--- src/rtl/ncl_pkg.sv ---
// Shared NCL definitions: rail-pair codes and completion helpers.
package ncl_pkg;

  // Rail-pair codes, ordered {t, f}
  localparam logic [1:0] NULL    = 2'b00;
  localparam logic [1:0] DATA0   = 2'b01;
  localparam logic [1:0] DATA1   = 2'b10;
  localparam logic [1:0] ILLEGAL = 2'b11;

  // Widest dual-rail vector the helpers accept; callers zero-extend
  localparam int unsigned NCL_MAX_W = 256;

  // True when the low w bit pairs all carry DATA0 or DATA1
  function automatic logic ncl_all_data(input logic [NCL_MAX_W-1:0] t,
                                        input logic [NCL_MAX_W-1:0] f,
                                        input int unsigned w);
    logic ok;
    ok = 1'b1;
    for (int unsigned i = 0; i < NCL_MAX_W; i++) begin
      if (i < w) begin
        case ({t[i], f[i]})
          DATA0, DATA1: ok = ok;
          default:      ok = 1'b0;
        endcase
      end else begin
        ok = ok;
      end
    end
    return ok;
  endfunction

  // True when the low w bit pairs are all NULL
  function automatic logic ncl_all_null(input logic [NCL_MAX_W-1:0] t,
                                        input logic [NCL_MAX_W-1:0] f,
                                        input int unsigned w);
    logic ok;
    ok = 1'b1;
    for (int unsigned i = 0; i < NCL_MAX_W; i++) begin
      if (i < w) begin
        case ({t[i], f[i]})
          NULL:    ok = ok;
          default: ok = 1'b0;
        endcase
      end else begin
        ok = ok;
      end
    end
    return ok;
  endfunction

  // True when any of the low w bit pairs is ILLEGAL
  function automatic logic ncl_any_illegal(input logic [NCL_MAX_W-1:0] t,
                                           input logic [NCL_MAX_W-1:0] f,
                                           input int unsigned w);
    logic hit;
    hit = 1'b0;
    for (int unsigned i = 0; i < NCL_MAX_W; i++) begin
      if ((i < w) && ({t[i], f[i]} == ILLEGAL)) begin
        hit = 1'b1;
      end else begin
        hit = hit;
      end
    end
    return hit;
  endfunction

endpackage

--- src/rtl/ncl_stage.sv ---
// One clocked NCL register stage: per-rail C-element with hysteresis plus
// a completion flag that follows the registered contents one edge later.
module ncl_stage
  import ncl_pkg::*;
#(
  parameter int   WIDTH    = 8,
  parameter logic RST_DATA = 1'b0
) (
  input  logic             clk,
  input  logic             rst_n,
  input  logic [WIDTH-1:0] in_t,
  input  logic [WIDTH-1:0] in_f,
  input  logic             ki,
  output logic [WIDTH-1:0] out_t,
  output logic [WIDTH-1:0] out_f,
  output logic             ko
);

  // A DATA reset value is all-DATA0 with the flag already requesting NULL
  localparam logic [WIDTH-1:0] RST_F  = RST_DATA ? {WIDTH{1'b1}} : {WIDTH{1'b0}};
  localparam logic             RST_KO = ~RST_DATA;

  logic [WIDTH-1:0] t_r, f_r;
  logic [WIDTH-1:0] t_nxt_s, f_nxt_s, ld_t_s, ld_f_s;
  logic             ko_r, ko_nxt_s, all_data_s, all_null_s;

  // Each rail loads only when its input level matches the request level
  always_comb begin
    ld_t_s  = ~(in_t ^ {WIDTH{ki}});
    ld_f_s  = ~(in_f ^ {WIDTH{ki}});
    t_nxt_s = (in_t & ld_t_s) | (t_r & ~ld_t_s);
    f_nxt_s = (in_f & ld_f_s) | (f_r & ~ld_f_s);
  end

  // Completion flag: drop on a full DATA word, rise on full NULL, else hold
  always_comb begin
    all_data_s = ncl_all_data(NCL_MAX_W'(t_r), NCL_MAX_W'(f_r), WIDTH);
    all_null_s = ncl_all_null(NCL_MAX_W'(t_r), NCL_MAX_W'(f_r), WIDTH);
    if (all_data_s) begin
      ko_nxt_s = 1'b0;
    end else if (all_null_s) begin
      ko_nxt_s = 1'b1;
    end else begin
      ko_nxt_s = ko_r;
    end
  end

  // Rail registers and completion flag
  always_ff @(posedge clk or negedge rst_n) begin
    if (!rst_n) begin
      t_r  <= {WIDTH{1'b0}};
      f_r  <= RST_F;
      ko_r <= RST_KO;
    end else begin
      t_r  <= t_nxt_s;
      f_r  <= f_nxt_s;
      ko_r <= ko_nxt_s;
    end
  end

  assign out_t = t_r;
  assign out_f = f_r;
  assign ko    = ko_r;

endmodule

--- src/rtl/ncl_pipe_reg.sv ---
// Clocked NCL pipeline of DEPTH dual-rail stages with an illegal-code
// sticky flag and a count of DATA wavefronts completed at the output.
module ncl_pipe_reg
  import ncl_pkg::*;
#(
  parameter int             WIDTH    = 8,
  parameter int             DEPTH    = 3,
  parameter logic [DEPTH-1:0] RST_DATA = {DEPTH{1'b0}},
  parameter int             CNT_W    = 16
) (
  input  logic             clk,
  input  logic             rst_n,
  input  logic [WIDTH-1:0] in_t,
  input  logic [WIDTH-1:0] in_f,
  output logic             ko,
  output logic [WIDTH-1:0] out_t,
  output logic [WIDTH-1:0] out_f,
  input  logic             ki,
  output logic             err,
  output logic [CNT_W-1:0] tok_cnt
);

  // Two adjacent DATA stages would hold a wavefront with no NULL spacer
  if (DEPTH < 1) begin : g_bad_depth
    $error("ncl_pipe_reg: DEPTH must be at least 1");
  end
  if ((RST_DATA & (RST_DATA >> 1)) != {DEPTH{1'b0}}) begin : g_bad_rst_data
    $error("ncl_pipe_reg: RST_DATA must not have two adjacent bits set");
  end
  if (WIDTH > int'(NCL_MAX_W)) begin : g_bad_width
    $error("ncl_pipe_reg: WIDTH exceeds the helper limit");
  end

  // Element s feeds stage s; element DEPTH is the pipe output
  logic [WIDTH-1:0] chain_t_s  [DEPTH+1];
  logic [WIDTH-1:0] chain_f_s  [DEPTH+1];
  // Element s is stage s's flag; element DEPTH is the downstream request
  logic             ko_chain_s [DEPTH+1];

  logic             err_r, err_nxt_s, illegal_s, tok_inc_s;
  logic [CNT_W-1:0] tok_cnt_r, tok_nxt_s;

  assign chain_t_s[0]      = in_t;
  assign chain_f_s[0]      = in_f;
  assign ko_chain_s[DEPTH] = ki;

  for (genvar s = 0; s < DEPTH; s++) begin : g_stage
    ncl_stage #(
      .WIDTH    (WIDTH),
      .RST_DATA (RST_DATA[s])
    ) u_stage (
      .clk   (clk),
      .rst_n (rst_n),
      .in_t  (chain_t_s[s]),
      .in_f  (chain_f_s[s]),
      .ki    (ko_chain_s[s+1]),
      .out_t (chain_t_s[s+1]),
      .out_f (chain_f_s[s+1]),
      .ko    (ko_chain_s[s])
    );
  end

  // Sticky error and token counting; a token completes when the last
  // stage's flag is about to fall, so a reset-DATA stage never counts
  always_comb begin
    illegal_s = ncl_any_illegal(NCL_MAX_W'(in_t), NCL_MAX_W'(in_f), WIDTH);
    tok_inc_s = ko_chain_s[DEPTH-1] &
                ncl_all_data(NCL_MAX_W'(chain_t_s[DEPTH]), NCL_MAX_W'(chain_f_s[DEPTH]), WIDTH);
    if (illegal_s) begin
      err_nxt_s = 1'b1;
    end else begin
      err_nxt_s = err_r;
    end
    if (tok_inc_s) begin
      tok_nxt_s = tok_cnt_r + CNT_W'(1'b1);
    end else begin
      tok_nxt_s = tok_cnt_r;
    end
  end

  // Error flag and token counter registers
  always_ff @(posedge clk or negedge rst_n) begin
    if (!rst_n) begin
      err_r     <= 1'b0;
      tok_cnt_r <= {CNT_W{1'b0}};
    end else begin
      err_r     <= err_nxt_s;
      tok_cnt_r <= tok_nxt_s;
    end
  end

  assign ko      = ko_chain_s[0];
  assign out_t   = chain_t_s[DEPTH];
  assign out_f   = chain_f_s[DEPTH];
  assign err     = err_r;
  assign tok_cnt = tok_cnt_r;

endmodule

--- config.mk ---
export PLATFORM = sky130hd
export DESIGN_NAME = ncl_pipe_reg
export DESIGN_NICKNAME = d
export VERILOG_FILES = /design/src/rtl/ncl_pkg.sv /design/src/rtl/ncl_stage.sv /design/src/rtl/ncl_pipe_reg.sv
export SDC_FILE = /design/constraint.sdc
export NUM_CORES = 1
export LEC_CHECK = 0
export ABC_AREA = 1
export CORE_ASPECT_RATIO = 2
export CORE_UTILIZATION = 54
export DETAILED_ROUTE_END_ITERATION = 10
export PLACE_DENSITY = 0.87
export SYNTH_ARGS = -nofsm -noshare
export SYNTH_HDL_FRONTEND = slang
export SYNTH_SLANG_ARGS = --single-unit
--- constraint.sdc ---
create_clock -name clk -period 1.9 [get_ports clk]
set_input_delay 0.475 -clock clk [delete_from_list [all_inputs] [get_ports clk]]
set_output_delay 0.475 -clock clk [all_outputs]
set_load 0.01 [all_outputs]
# Yosys cells after proc, flatten, opt, wreduce, memory -nomap -nowiden

Index checks and enable logic that the tools add are counted.

Equal/unequal tests: 56
Mux-type cells: 62
Reductions and logical operators: 51
Bitwise operators: 37
Add/subtract/negate cells: 1

Operators with widths:

| cell                                                                  | number |
|---|---|
| 8-bit bitwise AND                                                     | 12 |
| 8-bit inverter                                                        | 12 |
| 2-bit equality test, second input constant                            | 32 |
| 1-bit two-way mux                                                     | 62 |
| 2-bit by 1-bit equality test with 1-bit output, second input constant | 24 |
| 2-bit logical NOT                                                     | 24 |
| 8-bit bitwise OR                                                      | 6 |
| 2-bit OR reduction                                                    | 24 |
| 8-bit bitwise XOR                                                     | 6 |
| 16-bit by 1-bit adder with 16-bit output, second input constant       | 1 |
| 2-bit nonzero test                                                    | 3 |
| 1-bit bitwise AND                                                     | 1 |

Output and inout bits: 34
Bits of input ports: 19
Register bits: 68
Logic and storage cells: 218

# Depth between registers and ports, before layout

Depth in word-level cells: 11
Depth in mapped cells: 10
Mapped depth without buffers: 10

# Hierarchy

From an unflattened synthesis, not the netlist that was laid out.

Cells, all modules: 452
Area, all modules: 3,942.5 um2

Modules (own cells, without submodules):

| module       | sequential area each (um2) | cells each | instances | area an instance (um2) |
|---|---|---|---|---|
| ncl_stage    | 426.7                      | 77         | 3         | 853.3 |
| ncl_pipe_reg | 425.4                      | 221        | 1         | 1,382.6 |

# Least setup slack after synthesis

No wires, ideal clock.

Path kind: flip-flop to flip-flop
Start point: register with a tool-made name
End point: register tok_cnt_r[3], in the netlist tok_cnt[3]
Stages on the path, launching flop included: 9
Data required time: 1,778 ps
Library setup time: 122 ps
Period minus slack after synthesis: 1,483 ps
Setup slack: 417 ps
Arrival time: 1,361 ps
Buffers on the path: 0
Cell sequence: dfrtp_1 -> inv_1 -> ha_1 -> nand2_1 -> nor2_2 -> nand2_4 -> nor2_8 -> nand2_1 -> xor2_1

RTL lines:

| what                 | RTL line           | RTL |
|---|---|---|
| end signal, assigned | ncl_pipe_reg.sv:85 | `tok_cnt_r <= {CNT_W{1'b0}};` |
| end signal, assigned | ncl_pipe_reg.sv:88 | `tok_cnt_r <= tok_nxt_s;` |
| end, declared        | ncl_pipe_reg.sv:41 | `logic [CNT_W-1:0] tok_cnt_r, tok_nxt_s;` |

# Final worst setup path

Start point: register g_stage[0].u_stage.ko_r
End point: output ko

RTL lines:

| what                   | RTL line           | RTL |
|---|---|---|
| start, declared        | ncl_stage.sv:25    | `logic ko_r, ko_nxt_s, all_data_s, all_null_s;` |
| start signal, assigned | ncl_stage.sv:57    | `ko_r <= ko_nxt_s;` |
| end, declared          | ncl_pipe_reg.sv:15 | `output logic ko,` |

No word-level cell between the ends.

==> flow_summary.json <==
{
  "leakage_nw": 2.204,
  "dp_hpwl_microns": 6044,
  "portBuffers": 52,
  "syn2layout_area_growth_pct": 22.98,
  "irDropWorstVdd_mv": 0.6663,
  "cts_hold_buf": 0,
  "whs_ns": 0.1220,
  "reg2reg_depth": 8,
  "ys_types": 27,
  "path_clk_slew_ns": 0.05,
  "post_drt_wl_per_cell_microns": 15.54,
  "path_cells": "clkdlybuf4s50_1",
  "fmax_mhz": 535.8,
  "crit_start": "g_stage[0].u_stage.ko",
  "rows": 41,
  "grt_max_degree": 69,
  "syn-cell-area_sq_um": 3555,
  "overflow": 0,
  "critPathCapture": "ko",
  "async_flop_share_pct": 100.0,
  "clk_latency_ns": 0.34,
  "nets": 476,
  "num_vias": 2833,
  "cts_tree": "built",
  "power.density_nw_per_um2": 777.8,
  "cts-root-buf": "clkbuf_16",
  "required_ns": 1.42,
  "cts_inserted_buffers": 9,
  "timing_worst_setup_path_type": "register to primary output",
  "fin_skew_ns": 0.004010,
  "drt_wl_total_microns": 8130,
  "grt_pass1_vias": 2880,
  "cp-start-kind": "register",
  "maxCapViolCount": 0,
  "crit_family": "flip-flops",
  "ys_ff_latch": 68,
  "slew_viol_final": 0,
  "hold_viol": 0,
  "dp_slack_ns": 0.1982,
  "drt-initial-drc-count": 136,
  "antenna_left": 0,
  "cp_slowest_stage_delay_ns": 0.53,
  "synth_cells": 388,
  "cts_resized": 0,
  "timing_worst_slew_pin_value_ns": 0.3820,
  "placed_area_sq_um": 4068,
  "crit_fanout": 2,
  "clockBufferDepth": 2,
  "post_drt_via_cell_ratio": 5.417,
  "period_share_pct": 98.22,
  "h-tree-depth": 3,
  "slowest_stage": "dfstp_2",
  "grt_use_total_pct": 26.34,
  "clock-sinks": 68,
  "cts_setup_buffers": 0,
  "fp.dieW_microns": 59.37,
  "initial_utilization_pct": 56.34,
  "utilization_pct": 69.28,
  "cp.depth": 1,
  "synth_fp_nets": 432,
  "globalplace.congestion": 0.8590,
  "core-area_sq_um": 6310,
  "pin_count": 53,
  "final_cell_area_sq_um": 4372,
  "grt_pass1_wl_microns": 13030,
  "r2r_slack_ns": 0.16,
  "cp-end-kind": "primary output",
  "setup_viol": 0,
  "crit_buf_inv": 1,
  "drc": 0,
  "synth-edff-count": 0,
  "hold_path.class": "input port to async pin",
  "r2r_end": "tok_cnt[3]",
  "post_route_cells_drive_above_1_share_pct": 8.238,
  "worstPathArrival_ns": 1.39,
  "antenna_cells": 0,
  "antenna_found_initial": 0,
  "syn_area_per_cell_sq_um": 9.161,
  "fin_crit_ns": 1.866,
  "fin_setup_tns_ns": 0,
  "slew-limit-headroom_pct": 74.53,
  "status": "finished, final reports clean",
  "ys_seq_area_share_pct": 47.98,
  "die_area_sq_um": 6931,
  "first_pass_iters": 5,
  "rsz0062_at_grt": "false",
  "die_h_microns": 116.7,
  "yosys_warnings": 0,
  "setup_ws_ns": 0.03373,
  "synth_top_flop_cell": "dfrtp_1"
}
[per-layer routing]
metal  share of wire, %  vias to the layer above  track usage [%]  wire (microns)
li1                   -                     1349                -               -
met1                 34                     1369            24.51            2776
met2                 56                       80            47.79            4549
met3                3.9                       35            5.316             320
met4                5.9                        0            20.32             483
met5                  0                        -                0               0
[area by class of cell]
type / count / area [sq um]
clock inverters: 4 / 47.55
repair buffers: 56 / 558.0
inverters: 73 / 274.0
well taps: 86 / 107.6
multi-input cells: 224 / 1423
flip-flops and latches: 68 / 1705
clock buffers: 12 / 256.5
fillers: 473 / 1938
[cells in the final DEF (no fill, tap or decap), types with 3 or more instances in the layout]
| master | instances |
|---|---|
| a21oi_1 | 66 |
| nand4_1 | 17 |
| xnor2_1 | 4 |
| nand2_1 | 50 |
| maj3_1 | 16 |
| clkdlybuf4s50_1 | 51 |
| nand3_1 | 11 |
| dfrtp_1 | 65 |
| inv_1 | 73 |
| nand2_2 | 4 |
| buf_4 | 3 |
| nor2_2 | 5 |
| clkbuf_16 | 9 |
| nor2_1 | 11 |
| ha_1 | 25 |
| xor2_1 | 3 |
| dfstp_2 | 3 |
[power by group]
group | leakage, nW | switching, W | internal, W
clock network | 0.149 | 0.000607 | 0.00108
logic | 1.37 | 0.000135 | 0.0000801
registers | 0.685 | 0.0000228 | 0.00147
total | 2.20 | 0.000765 | 0.00264
[per-stage QoR]
stage | power (W) | instances
5_1_grt | 0.003503 | 523
6_report | 0.003400 | 523
3_3_place_gp | 0.001733 | 507
2_1_floorplan | 0.001608 | 388
4_1_cts | 0.003415 | 523
3_5_place_dp | 0.001735 | 507
[synth_stat cells (all sizes together), types with 3 or more instances]
cell,count,area (sq um)
xor2,3,26.28
inv,73,274.0
nor2,18,103.9
dfrtp,65,1627
nand3,11,55.05
xnor2,4,35.03
dfstp,3,78.83
ha,25,312.8
a21oi,66,330.3
nand4,17,106.4
maj3,16,160.2
buf,21,145.1
nand2,55,224.0
[worst register-to-register path: cells and delay by family, from the launching register on]
| kind | cells | cell delay [ns] |
|---|---|---|
| xor+xnor | 1 | 0.14 |
| buf+inv | 1 | 0.08 |
| simple gates | 5 | 0.71 |
| flops | 1 | 0.40 |
| fa+ha+maj | 1 | 0.30 |
[worst min-delay path by stage]
stage	startpoint	end	slack (ns)	depth (start not counted)
floorplan	rst_n	async pin	0.18	0
global placement	tok_cnt[14]	tok_cnt[14]	0.48	2
detailed placement	tok_cnt[14]	tok_cnt[14]	0.49	2
CTS	rst_n	tok_cnt[2]	0.16	2
global route	rst_n	tok_cnt[3]	0.18	2
finish	rst_n	tok_cnt[2]	0.12	2
[logic make-up (layout without fill, tap and decap cells)]
logic type	after synthesis	after routing	synth area share, %
simple gates	104	104	14.57
buf+inv	96	145	12.00
compound gates	72	72	10.42
flops	68	68	47.98
fa+ha+maj	41	41	13.31
xor+xnor	7	7	1.725
No activity file was read; power rests on OpenSTA's default activity.
